===== src/rtl/ip_pkg.sv =====
// Shared Input Unit definitions: command codes and the default digit radix.
// Used by the digit-entry register and the keypad decoder.
package ip_pkg;

   typedef enum logic [1:0] {
      CmdPush  = 2'd0,
      CmdPop   = 2'd1,
      CmdLoad  = 2'd2,
      CmdClear = 2'd3
   } cmd_e;

   localparam int unsigned DefaultRadix = 10;

endpackage


===== src/rtl/digit_count_enc.sv =====
// Combinational priority encoder over the slots of a LOAD word: significant-digit
// count (highest nonzero slot + 1) and per-slot digit legality.
module digit_count_enc
   import ip_pkg::*;
#(
   parameter int unsigned COUNT = 4,
   parameter int unsigned WIDTH = 4,
   parameter int unsigned RADIX = DefaultRadix
) (
   input  logic [COUNT*WIDTH-1:0]     load_val,
   output logic [$clog2(COUNT+1)-1:0] load_count,
   output logic [COUNT-1:0]           slot_ok
);

   localparam int unsigned CW = $clog2(COUNT + 1);

   always_comb begin
      load_count = '0;
      slot_ok    = '0;
      // Ascending scan so the highest nonzero slot wins.
      for (int i = 0; i < COUNT; i++) begin
         slot_ok[i] = 32'(load_val[i*WIDTH +: WIDTH]) < RADIX;
         if (load_val[i*WIDTH +: WIDTH] != '0) begin
            load_count = CW'(i + 1);
         end
      end
   end

endmodule


===== src/rtl/digit_entry_reg.sv =====
// Digit-entry register: push/pop/load/clear of up to COUNT digits with count tracking,
// digit and bound checking, and optional leading-zero suppression.
module digit_entry_reg
   import ip_pkg::*;
#(
   parameter int unsigned COUNT       = 4,
   parameter int unsigned WIDTH       = 4,
   parameter int unsigned RADIX       = DefaultRadix,
   parameter bit          LZ_SUPPRESS = 1'b1
) (
   input  logic                       trig,
   input  logic                       reset,
   input  logic                       cmd_valid,
   input  logic [1:0]                 cmd,
   input  logic                       dir,
   input  logic [WIDTH-1:0]           digit,
   input  logic [COUNT*WIDTH-1:0]     load_val,
   output logic [COUNT*WIDTH-1:0]     out,
   output logic [$clog2(COUNT+1)-1:0] count,
   output logic                       empty,
   output logic                       full,
   output logic                       ack,
   output logic                       err
);

   localparam int unsigned CW = $clog2(COUNT + 1);
   localparam int unsigned DW = COUNT * WIDTH;

   logic [DW-1:0]    out_d, out_q;
   logic [CW-1:0]    count_d, count_q;
   logic             mode_d, mode_q;
   logic             empty_d, empty_q;
   logic             full_d, full_q;
   logic             ack_d, ack_q;
   logic             err_d, err_q;

   logic [CW-1:0]    load_count;
   logic [COUNT-1:0] slot_ok;
   logic             digit_ok;

   digit_count_enc #(
      .COUNT (COUNT),
      .WIDTH (WIDTH),
      .RADIX (RADIX)
   ) u_count_enc (
      .load_val   (load_val),
      .load_count (load_count),
      .slot_ok    (slot_ok)
   );

   assign digit_ok = 32'(digit) < RADIX;

   always_comb begin
      out_d   = out_q;
      count_d = count_q;
      mode_d  = mode_q;
      ack_d   = 1'b0;
      err_d   = 1'b0;
      if (cmd_valid) begin
         case (cmd_e'(cmd))
            CmdPush: begin
               if (!digit_ok || full_q) begin
                  err_d = 1'b1;
               end else if (LZ_SUPPRESS && (digit == '0) && (count_q == '0)) begin
                  ack_d = 1'b1;
               end else begin
                  ack_d = 1'b1;
                  if (!mode_q) begin
                     out_d              = out_q << WIDTH;
                     out_d[WIDTH-1:0]   = digit;
                  end else begin
                     out_d              = out_q >> WIDTH;
                     out_d[DW-1 -: WIDTH] = digit;
                  end
                  count_d = count_q + CW'(1);
               end
            end
            CmdPop: begin
               if (empty_q) begin
                  err_d = 1'b1;
               end else begin
                  ack_d   = 1'b1;
                  out_d   = mode_q ? (out_q << WIDTH) : (out_q >> WIDTH);
                  count_d = count_q - CW'(1);
               end
            end
            CmdLoad: begin
               if (!(&slot_ok)) begin
                  err_d = 1'b1;
               end else begin
                  ack_d   = 1'b1;
                  out_d   = load_val;
                  count_d = load_count;
                  mode_d  = 1'b0;
               end
            end
            default: begin
               ack_d   = 1'b1;
               out_d   = '0;
               count_d = '0;
               mode_d  = dir;
            end
         endcase
      end
      // Flags track the next count so they stay coherent with count every cycle.
      empty_d = (count_d == '0);
      full_d  = (count_d == CW'(COUNT));
   end

   always_ff @(posedge trig) begin
      if (reset) begin
         out_q   <= '0;
         count_q <= '0;
         mode_q  <= 1'b0;
         empty_q <= 1'b1;
         full_q  <= 1'b0;
         ack_q   <= 1'b0;
         err_q   <= 1'b0;
      end else begin
         out_q   <= out_d;
         count_q <= count_d;
         mode_q  <= mode_d;
         empty_q <= empty_d;
         full_q  <= full_d;
         ack_q   <= ack_d;
         err_q   <= err_d;
      end
   end

   assign out   = out_q;
   assign count = count_q;
   assign empty = empty_q;
   assign full  = full_q;
   assign ack   = ack_q;
   assign err   = err_q;

endmodule


===== config.mk =====
export PLATFORM = sky130hd
export DESIGN_NAME = digit_entry_reg
export DESIGN_NICKNAME = d
export VERILOG_FILES = /design/src/rtl/ip_pkg.sv /design/src/rtl/digit_count_enc.sv /design/src/rtl/digit_entry_reg.sv
export SDC_FILE = /design/constraint.sdc
export NUM_CORES = 1
export LEC_CHECK = 0
export ABC_AREA = 1
export BUFFER_PORTS_ARGS = -buffer_cell sky130_fd_sc_hd__buf_2
export CAP_MARGIN = 40
export CORE_MARGIN = 5
export CORE_UTILIZATION = 35
export CTS_BUF_LIST = sky130_fd_sc_hd__clkbuf_4 sky130_fd_sc_hd__clkbuf_8
export DETAILED_ROUTE_END_ITERATION = 7
export PLACE_DENSITY_LB_ADDON = 0.05
export SLEW_MARGIN = 15
export SYNTH_ARGS = -nofsm -noshare
export SYNTH_HDL_FRONTEND = slang
export SYNTH_SLANG_ARGS = --single-unit

===== constraint.sdc =====
create_clock -name trig -period 2 [get_ports trig]
set_input_delay 0.3 -clock trig [delete_from_list [all_inputs] [get_ports trig]]
set_output_delay 0.3 -clock trig [all_outputs]
set_load 0.05 [all_outputs]

==> results.json <==
{
  "skew_ns": 0.00680,
  "synth_nets": 327,
  "dp_slack_ns": 0.299,
  "finalCritPeriodShare": 0.848,
  "worst_pin_slew_ns": 0.546,
  "die_area_mm2": 0.00666,
  "power.density_cell_area_mw_per_mm2": 614,
  "netlist_area_mm2": 0.00179,
  "core_area_mm2": 0.00504,
  "flow.area_growth_from_synthesis_pct": 20.9,
  "yosys.cell_types.count": 34,
  "fillCellCount": 571,
  "critical-path-top-cell-by-count": "inv_1",
  "finalWirelength_mm": 5.63,
  "synth.yosys.seq_area_share": 0.268,
  "post_synthesis_instance_total": 298,
  "layout_commonest_cell": "nand2_1",
  "via_count": 2019,
  "fin_tns_setup_ns": 0,
  "report.final.slew_viol_count": 0,
  "hold_path_depth": 2,
  "critical_path.top_delay_family": "compound AO/OA/AOI/OAI gates",
  "drt_pre_antenna_iters": 4,
  "clock_tree_from_tritoncts": "built",
  "boundaryPins": 49,
  "nets": 375,
  "floorplan.die.height_um": 81.6,
  "first_pass_grt_wire_length_mm": 9.27,
  "drt-wirelength-per-cell_um": 13.6,
  "insertedDiodeCount": 0,
  "grt_use_total": 0.182,
  "worstHoldEndpoint": "out[4]",
  "die_w_um": 81.6,
  "mostFrequentLayoutCells": "nand2_1, buf_2, inv_1",
  "place_hpwl_mm": 4.44,
  "grt_start_max_net_pins": 33,
  "slowest_stage": "dfxtp_1",
  "drtAntennaViolNets": 0,
  "count_of_state_elements_after_synthesis": 24,
  "cp-end-kind": "flop",
  "cts-root-buf": "clkbuf_8",
  "std_cell_rows": 26,
  "p_leak_nw": 1.05,
  "viasPerCell": 4.87,
  "worst_hold_path_type": "input port to flop",
  "slew_headroom": 0.636,
  "syn-mean-instance-area_um2": 6.02,
  "finalWeightedCongestion": 0.870,
  "hold_start": "reset",
  "critical_path.max_fanout": 32,
  "dr.first_iter.drc_count": 157,
  "timing.critical_path.cells": "inv_1 > ha_1 > inv_1 > nor2_1 > nand3_1 > o211ai_4 > buf_12 > o21bai_1 > a21oi_1",
  "run_status": "finished, final reports clean",
  "unrepaired_setup_endpoints_after_global_routing": "false",
  "r2r_slack_ns": 0.30,
  "vdd.ir_drop.worst_mv": 0.305,
  "finalSetupViolCount": 0,
  "crit_path_start_kind": "flop",
  "maxClockFrequency_mhz": 589,
  "global_route.overflow_total": 0,
  "clock_latency_ns": 0.27,
  "max_cap_viol_count": 0,
  "timing.critical_path.slowest_cell_delay_ns": 0.32,
  "setup_ws_ns": 0.303,
  "cts_setup_buffers": 0,
  "yosysWarningCount": 0,
  "htreeDepth": 1,
  "post_cts_hold_buffer_count": 0,
  "number_of_global_route_vias_before_repair": 1990,
  "worst_case_hold_slack_ns": 0.314,
  "worst_r2r_endpoint": "out[4]",
  "place.port_buffers": 48,
  "worstReg2RegStart": "count[0]",
  "setup.worst_path.class": "flop to flop",
  "clk_transition_reported_paths_ns": 0.08,
  "worst-endpoint-required_ns": 2.16,
  "tritoncts.num_buffers": 3,
  "worst-path-buf-inv": 3,
  "drt_drc_violations_left": 0,
  "initial_utilization": 0.356,
  "endpoints_failing_hold": 0,
  "post_route_cells_drive_above_1_share": 0.206,
  "cts_resized": 0,
  "critical_path_arrival_ns": 1.85,
  "rr_worst_depth": 9,
  "number_of_antenna_violations_at_the_first_check_in_global_routing": 0,
  "cts_buffer_depth": 2,
  "cts_num_sinks": 24,
  "finalWorstPathRequiredPeriod_ns": 1.70
}
logic make-up (layout without fill, tap and decap cells):
logic type               after synthesis  count (layout)  synth area share
XOR/XNOR                               1               1           0.00488
adder cells (fa/ha/maj)                3               3            0.0209
buffers and inverters                 62             109             0.147
AO/OA/AOI/OAI                         91              91             0.289
AND/OR/NAND/NOR                      117             117             0.270
flip-flops                            24              24             0.268
sequential cells by signal (all words and copies together) (netlist names):
name,count
ack,1
empty,1
count,3
out,16
err,1
full,1
mode_q,1
worst max path at each step:
stage	startpoint	end	slack, ns	cells after the start
finish	count[0]	out[4]	0.30	9
global route	count[0]	empty	0.07	12
CTS	count[0]	out[4]	0.30	9
detailed placement	load_val[2]	out[6]	0.30	10
global placement	digit[2]	out[6]	0.37	12
floorplan	count[0]	empty	0.03	11
Yosys cell counts (all sizes together):
cell type / instances / share of area
nand3: 14 / 0.042
clkbuf: 3 / 0.0063
buf: 9 / 0.035
o21bai: 2 / 0.0084
a211oi: 1 / 0.0042
inv: 49 / 0.10
a32oi: 1 / 0.0049
xor2: 1 / 0.0049
o221ai: 3 / 0.015
a21oi: 34 / 0.097
o211ai: 5 / 0.029
dfxtp: 24 / 0.27
clkinv: 1 / 0.0021
nor2: 30 / 0.068
nor3: 2 / 0.0056
a22oi: 3 / 0.013
o21ai: 42 / 0.12
and2: 1 / 0.0035
and3: 1 / 0.0035
nand4: 1 / 0.0035
nand2: 68 / 0.14
ha: 3 / 0.021
layer usage:
metal  global-route usage  routed length [µm]  vias up
li1                     -                   -     1061
met1                0.233                2640      886
met2                0.303                2610       59
met3               0.0230                 246       13
met4               0.0847                 140        0
met5                    0                   0        -
through the flow:
stage                     utilization  area, µm²  total power [mW]  cells
after floorplan                     -       1790             0.873    298
after global placement          0.419       2110              1.01    411
after detailed placement        0.419       2110              1.01    411
after CTS                       0.430       2170              1.35    415
after global routing            0.430       2170              1.42    415
final                           0.430       2170              1.33    415
report_power, final:
group / internal (mW) / leakage (nW) / total (mW) / switching (mW)
registers: 0.512 / 0.197 / 0.540 / 0.0279
logic: 0.133 / 0.828 / 0.454 / 0.321
clock network: 0.176 / 0.0288 / 0.338 / 0.162
area by class of cell:
| cell class | instances | area, µm² | area share |
|---|---|---|---|
| well taps | 70 | 87.6 | 0.0404 |
| flip-flops and latches | 24 | 480 | 0.222 |
| clock buffers | 4 | 55.1 | 0.0254 |
| inverters | 50 | 190 | 0.0877 |
| multi-input cells | 212 | 1050 | 0.484 |
| repair buffers | 55 | 305 | 0.141 |
Note: power is estimated with default switching activity, not from simulation.
